[config.mk]
export PLATFORM = sky130hd
export DESIGN_NAME = snake_move_sched_flat
export DESIGN_NICKNAME = d
export VERILOG_FILES = /design/src/rtl/snake_pkg.sv /design/src/rtl/snake_move_sched_if.sv /design/src/rtl/snake_tick_timer.sv /design/src/rtl/snake_move_sched.sv /design/src/flat_wrapper.sv
export SDC_FILE = /design/constraint.sdc
export NUM_CORES = 1
export LEC_CHECK = 0
export CORE_ASPECT_RATIO = 1.75
export CORE_MARGIN = 1.5
export CORE_UTILIZATION = 52
export CTS_BUF_LIST = sky130_fd_sc_hd__clkbuf_2 sky130_fd_sc_hd__clkbuf_4 sky130_fd_sc_hd__clkbuf_8
export DETAILED_ROUTE_END_ITERATION = 12
export GPL_ROUTABILITY_DRIVEN = 0
export HOLD_SLACK_MARGIN = 0.05
export PLACE_DENSITY = 0.81
export SLEW_MARGIN = 20
export SYNTH_ARGS = -nofsm -noshare
export SYNTH_HDL_FRONTEND = slang
export SYNTH_SLANG_ARGS = --single-unit
[constraint.sdc]
create_clock -name clk -period 1.7 [get_ports clk]
set_input_delay 0.17 -clock clk [delete_from_list [all_inputs] [get_ports clk]]
set_output_delay 0.17 -clock clk [all_outputs]
set_load 0.005 [all_outputs]
[src/rtl/snake_pkg.sv]
// Shared types for the snake game sequencer: directions, head-cell status codes, scheduler states.
package snake_pkg;

  typedef enum logic [1:0] {
    UP    = 2'b00,
    RIGHT = 2'b01,
    DOWN  = 2'b10,
    LEFT  = 2'b11
  } dir_t;

  typedef enum logic [1:0] {
    FREE     = 2'b00,
    FOOD     = 2'b01,
    FREE_ALT = 2'b10,
    HIT      = 2'b11
  } cell_status_t;

  typedef enum logic [2:0] {
    IDLE   = 3'd0,
    TICK   = 3'd1,
    MOVE   = 3'd2,
    LISTEN = 3'd3,
    OVER   = 3'd4
  } sched_state_t;

endpackage

[src/rtl/snake_move_sched_if.sv]
// Move/status handshake between the sequencer (master) and the body/position datapath (slave).
interface snake_move_sched_if
  import snake_pkg::*;
#(
  parameter int unsigned MAX_LEN = 32,
  parameter int unsigned SCORE_W = 8
);
  localparam int unsigned LEN_W = $clog2(MAX_LEN + 1);

  dir_t             dir_in;
  cell_status_t     status;
  logic             status_valid;
  logic             move_req;
  dir_t             dir_out;
  logic             is_listening;
  logic             grow;
  logic [LEN_W-1:0] snake_len;
  logic [SCORE_W-1:0] score;
  logic             game_over;
  logic             running;

  modport master (
    input  dir_in, status, status_valid,
    output move_req, dir_out, is_listening, grow, snake_len, score, game_over, running
  );

  modport slave (
    output dir_in, status, status_valid,
    input  move_req, dir_out, is_listening, grow, snake_len, score, game_over, running
  );
endinterface

[src/rtl/snake_tick_timer.sv]
// Loadable tick down-counter with zero flag; SNAKE_SPEEDUP_EN shortens the reload as score grows.
module snake_tick_timer #(
  parameter int unsigned TICK_CYCLES = 4,
  parameter int unsigned SCORE_W     = 8
) (
  input  logic               clk,
  input  logic               rst,
  input  logic               load,
  input  logic               dec,
  input  logic [SCORE_W-1:0] score,
  output logic               zero_c
);
  localparam int unsigned CNT_W = $clog2(TICK_CYCLES);

  logic [CNT_W-1:0] cnt;
  logic [CNT_W-1:0] reload_c;

`ifdef SNAKE_SPEEDUP_EN
  logic [SCORE_W-1:0] speed_step_c;
  assign speed_step_c = score >> 2;

  // One cycle shorter per 4 food, never below a reload of 2.
  always_comb begin
    reload_c = CNT_W'(TICK_CYCLES - 1);
    if (32'(speed_step_c) + 32'd3 >= 32'(TICK_CYCLES))
      reload_c = CNT_W'(2);
    else
      reload_c = CNT_W'(32'(TICK_CYCLES - 1) - 32'(speed_step_c));
  end
`else
  logic unused_score;
  assign unused_score = ^score;

  always_comb begin
    reload_c = CNT_W'(TICK_CYCLES - 1);
  end
`endif

  always_ff @(posedge clk) begin
    if (rst)       cnt <= '0;
    else if (load) cnt <= reload_c;
    else if (dec)  cnt <= cnt - CNT_W'(1);
  end

  assign zero_c = (cnt == '0);

endmodule

[src/rtl/snake_move_sched.sv]
// Snake game sequencer: tick timing, direction commit, move request, status judging, length/score.
// Optional build macro: SNAKE_SPEEDUP_EN (tick period shrinks with score).
module snake_move_sched
  import snake_pkg::*;
#(
  parameter int unsigned TICK_CYCLES = 4,
  parameter int unsigned MAX_LEN     = 32,
  parameter int unsigned INIT_LEN    = 3,
  parameter int unsigned SCORE_W     = 8
) (
  input  logic                clk,
  input  logic                rst,
  input  logic                start_btn,
  snake_move_sched_if.master  bus
);
  localparam int unsigned LEN_W = $clog2(MAX_LEN + 1);

  sched_state_t       state;
  logic               btn_q;
  logic               start_edge_c;
  logic               zero_c;
  logic               load_c;
  logic               dec_c;
  logic [SCORE_W-1:0] reload_score_c;

  // Held-through-reset button reloads btn_q high, so it needs a release before it counts.
  always_ff @(posedge clk) btn_q <= start_btn;
  assign start_edge_c = start_btn & ~btn_q;

  assign load_c = ((state == IDLE || state == OVER) && start_edge_c) ||
                  (state == LISTEN && bus.status_valid && bus.status != HIT);
  assign dec_c  = (state == TICK) && !zero_c;
  assign reload_score_c = (state == OVER) ? '0 : bus.score;

  snake_tick_timer #(
    .TICK_CYCLES (TICK_CYCLES),
    .SCORE_W     (SCORE_W)
  ) u_timer (
    .clk    (clk),
    .rst    (rst),
    .load   (load_c),
    .dec    (dec_c),
    .score  (reload_score_c),
    .zero_c (zero_c)
  );

  always_ff @(posedge clk) begin
    if (rst) begin
      state            <= IDLE;
      bus.move_req     <= 1'b0;
      bus.dir_out      <= RIGHT;
      bus.is_listening <= 1'b0;
      bus.grow         <= 1'b0;
      bus.snake_len    <= LEN_W'(INIT_LEN);
      bus.score        <= '0;
      bus.game_over    <= 1'b0;
      bus.running      <= 1'b0;
    end else begin
      bus.move_req <= 1'b0;
      bus.grow     <= 1'b0;
      case (state)
        IDLE: begin
          if (start_edge_c) begin
            state       <= TICK;
            bus.running <= 1'b1;
          end
        end
        TICK: begin
          if (zero_c) begin
            // A 180-degree reversal would run into the neck; keep heading.
            if (bus.dir_in != dir_t'(bus.dir_out ^ 2'b10))
              bus.dir_out <= bus.dir_in;
            bus.move_req <= 1'b1;
            state        <= MOVE;
          end
        end
        MOVE: begin
          bus.is_listening <= 1'b1;
          state            <= LISTEN;
        end
        LISTEN: begin
          if (bus.status_valid) begin
            bus.is_listening <= 1'b0;
            state            <= TICK;
            if (bus.status == HIT) begin
              bus.game_over <= 1'b1;
              bus.running   <= 1'b0;
              state         <= OVER;
            end else if (bus.status == FOOD) begin
              if (bus.snake_len < LEN_W'(MAX_LEN)) begin
                bus.grow      <= 1'b1;
                bus.snake_len <= bus.snake_len + LEN_W'(1);
              end
              if (bus.score != {SCORE_W{1'b1}})
                bus.score <= bus.score + SCORE_W'(1);
            end
          end
        end
        OVER: begin
          if (start_edge_c) begin
            bus.game_over <= 1'b0;
            bus.snake_len <= LEN_W'(INIT_LEN);
            bus.score     <= '0;
            bus.running   <= 1'b1;
            state         <= TICK;
          end
        end
        default: state <= IDLE;
      endcase
    end
  end

endmodule

[src/flat_wrapper.sv]
// flat-port wrapper written by rule: the top's interface ports become plain ports
module snake_move_sched_flat import snake_pkg::*;
#(
  parameter int unsigned TICK_CYCLES = 4,
  parameter int unsigned MAX_LEN     = 32,
  parameter int unsigned INIT_LEN    = 3,
  parameter int unsigned SCORE_W     = 8
)
  (clk, rst, start_btn, bus_dir_in, bus_status, bus_status_valid, bus_move_req, bus_dir_out, bus_is_listening, bus_grow, bus_snake_len, bus_score, bus_game_over, bus_running);
  snake_move_sched_if #(.MAX_LEN(MAX_LEN), .SCORE_W(SCORE_W)) bus_i ();
  input  logic clk;
  input  logic rst;
  input  logic start_btn;
  input wire logic [$bits(bus_i.dir_in)-1:0] bus_dir_in;
  input wire logic [$bits(bus_i.status)-1:0] bus_status;
  input wire logic [$bits(bus_i.status_valid)-1:0] bus_status_valid;
  output wire logic [$bits(bus_i.move_req)-1:0] bus_move_req;
  output wire logic [$bits(bus_i.dir_out)-1:0] bus_dir_out;
  output wire logic [$bits(bus_i.is_listening)-1:0] bus_is_listening;
  output wire logic [$bits(bus_i.grow)-1:0] bus_grow;
  output wire logic [$bits(bus_i.snake_len)-1:0] bus_snake_len;
  output wire logic [$bits(bus_i.score)-1:0] bus_score;
  output wire logic [$bits(bus_i.game_over)-1:0] bus_game_over;
  output wire logic [$bits(bus_i.running)-1:0] bus_running;
  assign bus_i.dir_in = bus_dir_in;
  assign bus_i.status = bus_status;
  assign bus_i.status_valid = bus_status_valid;
  assign bus_move_req = bus_i.move_req;
  assign bus_dir_out = bus_i.dir_out;
  assign bus_is_listening = bus_i.is_listening;
  assign bus_grow = bus_i.grow;
  assign bus_snake_len = bus_i.snake_len;
  assign bus_score = bus_i.score;
  assign bus_game_over = bus_i.game_over;
  assign bus_running = bus_i.running;
  snake_move_sched #(.TICK_CYCLES(TICK_CYCLES), .MAX_LEN(MAX_LEN), .INIT_LEN(INIT_LEN), .SCORE_W(SCORE_W)) u_core (.clk(clk), .rst(rst), .start_btn(start_btn), .bus(bus_i));
endmodule
==> impl.org <==
** Yosys
- Netlist Area Pre-Place :: ~0.0014 mm^2
- Post-synthesis average cell area :: 8.844 um^2
- Summing the areas of all compound-gate instances in the mapped netlist gives 21.22% of the synthesized area.
- The synthesized design spends more area on one cell type than any other, namely sky130_fd_sc_hd__dfxtp_1.
- The Yosys step of the flow raised 0 warnings.
- Area share of the leading cell type in the synthesized netlist :: between 30% and 40%
- Number of enable flip-flop cells after synthesis :: 0
- Prevailing post-synth register cell :: sky130_fd_sc_hd__dfxtp_1
- Synthesized netlist net count :: roughly 170
- Of all flip-flops after synthesis, the portion carrying an async set or reset was 0%.
- The synthesized netlist devotes a little under 30% of its cell area to simple gates.
- Parity-gate share of the synthesized area counting xor and xnor cells :: under 10%
- Proportion of synthesized area in mux cells :: under 10%
- Summing the areas of all fa, ha and maj instances in the mapped netlist gives 2.653% of the synthesized area.
- Share of the yosys chip area belonging to registers :: between 30% and 40%
- Gate count of the mapped netlist :: 160
- Top area cells in the synthesized netlist :: sky130_fd_sc_hd__dfxtp_1 (38%), sky130_fd_sc_hd__nand2_1 (5.6%), sky130_fd_sc_hd__a21oi_1 (5.0%)
- Post-synthesis sequential element count :: 27
- By area, the combinational part of the netlist is dominated by simple AND/OR/NAND/NOR gates.
- Distinct cells, synth :: 46

** Floorplanning
- Area of the die :: 0.003056 mm^2
- The region available for standard cell placement spans between 0.002 and 0.003 mm^2.
- The floorplan has 24 rows.
- IO Pins :: 29
- Initial Utilization :: approximately 56%
- From bottom edge to top edge, the die measures 72.01 um.
- Measured along the x axis, the die boundary spans between 40 and 50 um.

** Layout
- Layout filler cell count :: between 200 and 250
- The post-route netlist has 19.00% of its cells at a drive strength greater than 1.
- Final Net Count :: approximately 210
- Area growth, synth to finish :: 31.12%
- Antenna diode instance count :: 0
- In the final layout, flip-flops and latches occupy between 500 and 600 um^2.
- Area occupied by multi-input gates :: around 800 um^2

** Global route
- Entering global routing, the biggest net connects 16 pins.
- The number of global-route vias before repair came to ~1.3k.
- Antenna violations before repair :: 0
- Total overflow reported by the global router :: 0
- The first global-routing pass estimated between 5 and 6 mm of wire.
- In the global route stage, overall resource usage came out at a little under a quarter.

** Clock network
- Maximum clock insertion buffer count :: 2
- Clock sink total :: 27
- TritonCTS built the clock tree.
- Gates resized during post-CTS repair numbered 0.
- CTS Hold Bufs :: 0
- The clock reaches the later pin of the worst-skew pair after roughly 270 ps.
- Clock buffer count from CTS :: 3
- After clock tree synthesis, the clock-pin slew on the worst setup and hold paths is roughly 100 ps.
- Setup repair bufs after CTS :: 0
- In this run the number of H-tree levels came out at 1.
- The tree is rooted in a sky130_fd_sc_hd__clkbuf_8.

** Power
- Summed over all nets, the switching power comes to around 0.00032 W.
- VDD sags by at most approximately 0.69 mV.
- Comb pwr share :: ~16%
- For this design the static power due to leakage is 0.7104 nW.
- Clock group share of total power :: approximately 30%
- The internal power of the cells totals 0.0009268 W.
- Sequential cells burn a little over half of the power.
- Net Sw Frac :: between 20% and 30%
- Power per standard cell area :: around 670 mW/mm^2

** Flow run
- Max-cap violations in this run came to 0.

** Timing
- Dividing the final minimum period by the clock period gives about 95%.
- Worst slew margin :: between 70% and 80%
- Final slew viol count :: 0
- Final worst-path setup slack :: 93.05 ps
- At the pin with the least slew margin, the transition time is between 300 and 400 ps.
- Unrepaired setup endpoints after global routing :: false
- For the final routed database, the setup TNS stands at 0 ps.
- Total of endpoints with negative setup slack in the final report :: 0
- Clock skew on the completed layout was measured at 6.693 ps.
- Final Hold Fails :: 0
- Top achievable clock speed :: between 600 and 700 MHz
- Counting I/O delays and the setup requirement, the final critical path takes roughly 1600 ps.

** Route
- Count of vias placed by the detailed router :: around 1.4k
- DRC violations left :: 0
- The detail route stage leaves a number of antenna-violating nets equal to 0.
- DRC marker count from the first detailed-route iteration :: 40
- For this block, the routed nets add up to roughly 3.4 mm of wire.
- Using the TritonRoute via totals, the vias-per-cell ratio works out to between 6 and 7.
- After detailed routing, the average wire length per cell comes to 14.88 um.
- Before antenna repair, the detailed router went through 4 iterations.

** Setup path
- STA classifies the critical path endpoint as a register.
- The endpoint identified for the worst register-to-register timing path is u_core.bus.score[1]$_SDFFE_PP0P_.
- The worst setup path is launched from a register.
- For the worst flop-to-flop path, the logic depth is 5.
- The worst register-to-register path has a setup slack of just over 90 ps.
- In this run the worst path has a maximum fanout of 8.
- In this run the critical register-to-register path is launched from u_core.bus.score[1]$_SDFFE_PP0P_.
- Setup CP Type :: register to register
- Data on the critical path is required at its endpoint by around 1900 ps.
- Data arrival time of the critical path :: around 1800 ps

** Placed design
- Post-DP HPWL :: 2.620 mm
- # port buffers :: 28
- OpenSTA, run right after detailed placement, puts the worst setup slack at -134.2 ps.

** Hold path
- Hold path endpoint :: u_core.btn_q$_DFF_P_
- Counting instances, the worst hold path has a depth of 1.
- Hold Path Class :: input pin to register
- The startpoint identified for the worst hold timing path is start_btn.

** Outcome
- Outcome :: complete, no violations
-- routing by layer --
layer  GRT usage (%)  vias up  wire, um
li1                -      667         -
met1           28.21      665      1290
met2           43.25       39      1903
met3           2.239        8       110
met4           8.681        0        59
met5               0        -         0
-- cells in the mapped netlist (2+ instances only) --
master / count
sky130_fd_sc_hd__a21oi_4: 2
sky130_fd_sc_hd__a21oi_1: 14
sky130_fd_sc_hd__ha_1: 3
sky130_fd_sc_hd__clkbuf_1: 2
sky130_fd_sc_hd__dfxtp_1: 27
sky130_fd_sc_hd__and2_1: 2
sky130_fd_sc_hd__buf_2: 2
sky130_fd_sc_hd__nand3_1: 11
sky130_fd_sc_hd__or3b_4: 2
sky130_fd_sc_hd__buf_6: 2
sky130_fd_sc_hd__nand2_1: 21
sky130_fd_sc_hd__inv_1: 6
sky130_fd_sc_hd__o21ai_0: 5
sky130_fd_sc_hd__mux2i_1: 3
sky130_fd_sc_hd__nand2b_1: 4
sky130_fd_sc_hd__nor3_1: 3
sky130_fd_sc_hd__a311oi_1: 7
sky130_fd_sc_hd__a31oi_1: 4
sky130_fd_sc_hd__and3_1: 4
sky130_fd_sc_hd__nor2_1: 9
sky130_fd_sc_hd__a41oi_1: 2
-- cells in the final DEF (no fill, tap or decap), drive strengths merged, types with 2 or more instances in the layout --
cell,n
dfxtp,27
o21ai,6
nand2b,4
and2,3
or3b,2
nor2,10
inv,6
a311oi,7
a31oi,4
and3,4
buf,15
a41oi,2
nand3,11
ha,3
nand2,21
nor4b,3
clkdlybuf4s50,28
clkbuf,3
nor3,3
a21oi,17
mux2i,3
-- cells by family after synthesis --
group | after synthesis
and+or+nand+nor | 70
buffers and inverters | 13
adders and majority gates | 3
AOI/OAI and AO/OA | 42
DFF | 27
xor gates and xnor gates | 2
muxes | 3
-- per-stage QoR --
step / cells / hold WS [ps] / utilization [%] / power (W) / cell area, um^2
2_1_floorplan: 160 / 197.7 / - / 0.0008108 / 1415
3_3_place_gp: 222 / 450.3 / 71.08 / 0.0008842 / 1793
3_5_place_dp: 222 / 467.1 / 71.08 / 0.0008951 / 1793
4_1_cts: 226 / 424.6 / 72.92 / 0.001251 / 1839
5_1_grt: 226 / 423.7 / 73.56 / 0.001300 / 1856
6_report: 226 / 425.7 / 73.56 / 0.001247 / 1856
-- critical path, stage by stage, from the launching register on --
cell and delay [ps]:
sky130_fd_sc_hd__dfxtp_1 370, sky130_fd_sc_hd__ha_2 210, sky130_fd_sc_hd__and3_1 210, sky130_fd_sc_hd__a31o_2 260
sky130_fd_sc_hd__a21oi_4 270, sky130_fd_sc_hd__mux2i_1 220
-- worst max-delay path by stage --
stage / start / end / slack, ps / depth (start not counted)
3_5_place_dp: bus_status[0] / u_core.bus.snake_len[3]$_SDFFE_PP0P_ / -130 / 5
2_1_floorplan: u_core.bus.score[0]$_SDFFE_PP0P_ / u_core.bus.score[1]$_SDFFE_PP0P_ / 170 / 5
4_1_cts: u_core.bus.score[1]$_SDFFE_PP0P_ / u_core.bus.score[1]$_SDFFE_PP0P_ / 30 / 5
5_1_grt: u_core.state[2]$_SDFFE_PP0P_ / u_core.bus.snake_len[3]$_SDFFE_PP0P_ / 20 / 5
6_report: u_core.bus.score[1]$_SDFFE_PP0P_ / u_core.bus.score[1]$_SDFFE_PP0P_ / 90 / 5
3_3_place_gp: bus_status[0] / u_core.bus.snake_len[1]$_SDFFE_PP1P_ / -40 / 5
-- power groups by stage --
stage / combinational, W / sequential (W) / clock (W)
floorplan: 0.000124 / 0.000687 / 0
global route: 0.000220 / 0.000688 / 0.000392
finish: 0.000198 / 0.000684 / 0.000365
detailed placement: 0.000198 / 0.000697 / 0
global placement: 0.000189 / 0.000695 / 0
CTS: 0.000200 / 0.000682 / 0.000369
-- sequential cells by signal, summed over array words and instances, names as in the netlist --
| name | count |
|---|---|
| u_core.btn_q | 1 |
| u_core.bus.running | 1 |
| u_core.bus.snake_len | 6 |
| u_core.bus.grow | 1 |
| u_core.bus.move_req | 1 |
| u_core.u_timer.cnt | 2 |
| u_core.bus.dir_out | 2 |
| u_core.bus.score | 8 |
| u_core.state | 3 |
| u_core.bus.is_listening | 1 |
| u_core.bus.game_over | 1 |
-- area by class of cell --
cell class / count / share of cell area (%)
multi-input combinational: 120 / 44.10
sequential: 27 / 29.27
timing repair buffer: 43 / 21.17
clock buffer: 3 / 2.225
tap: 26 / 1.753
inverter: 6 / 1.214
clock inverter: 1 / 0.2697
Power figures use the tool's default switching activity.
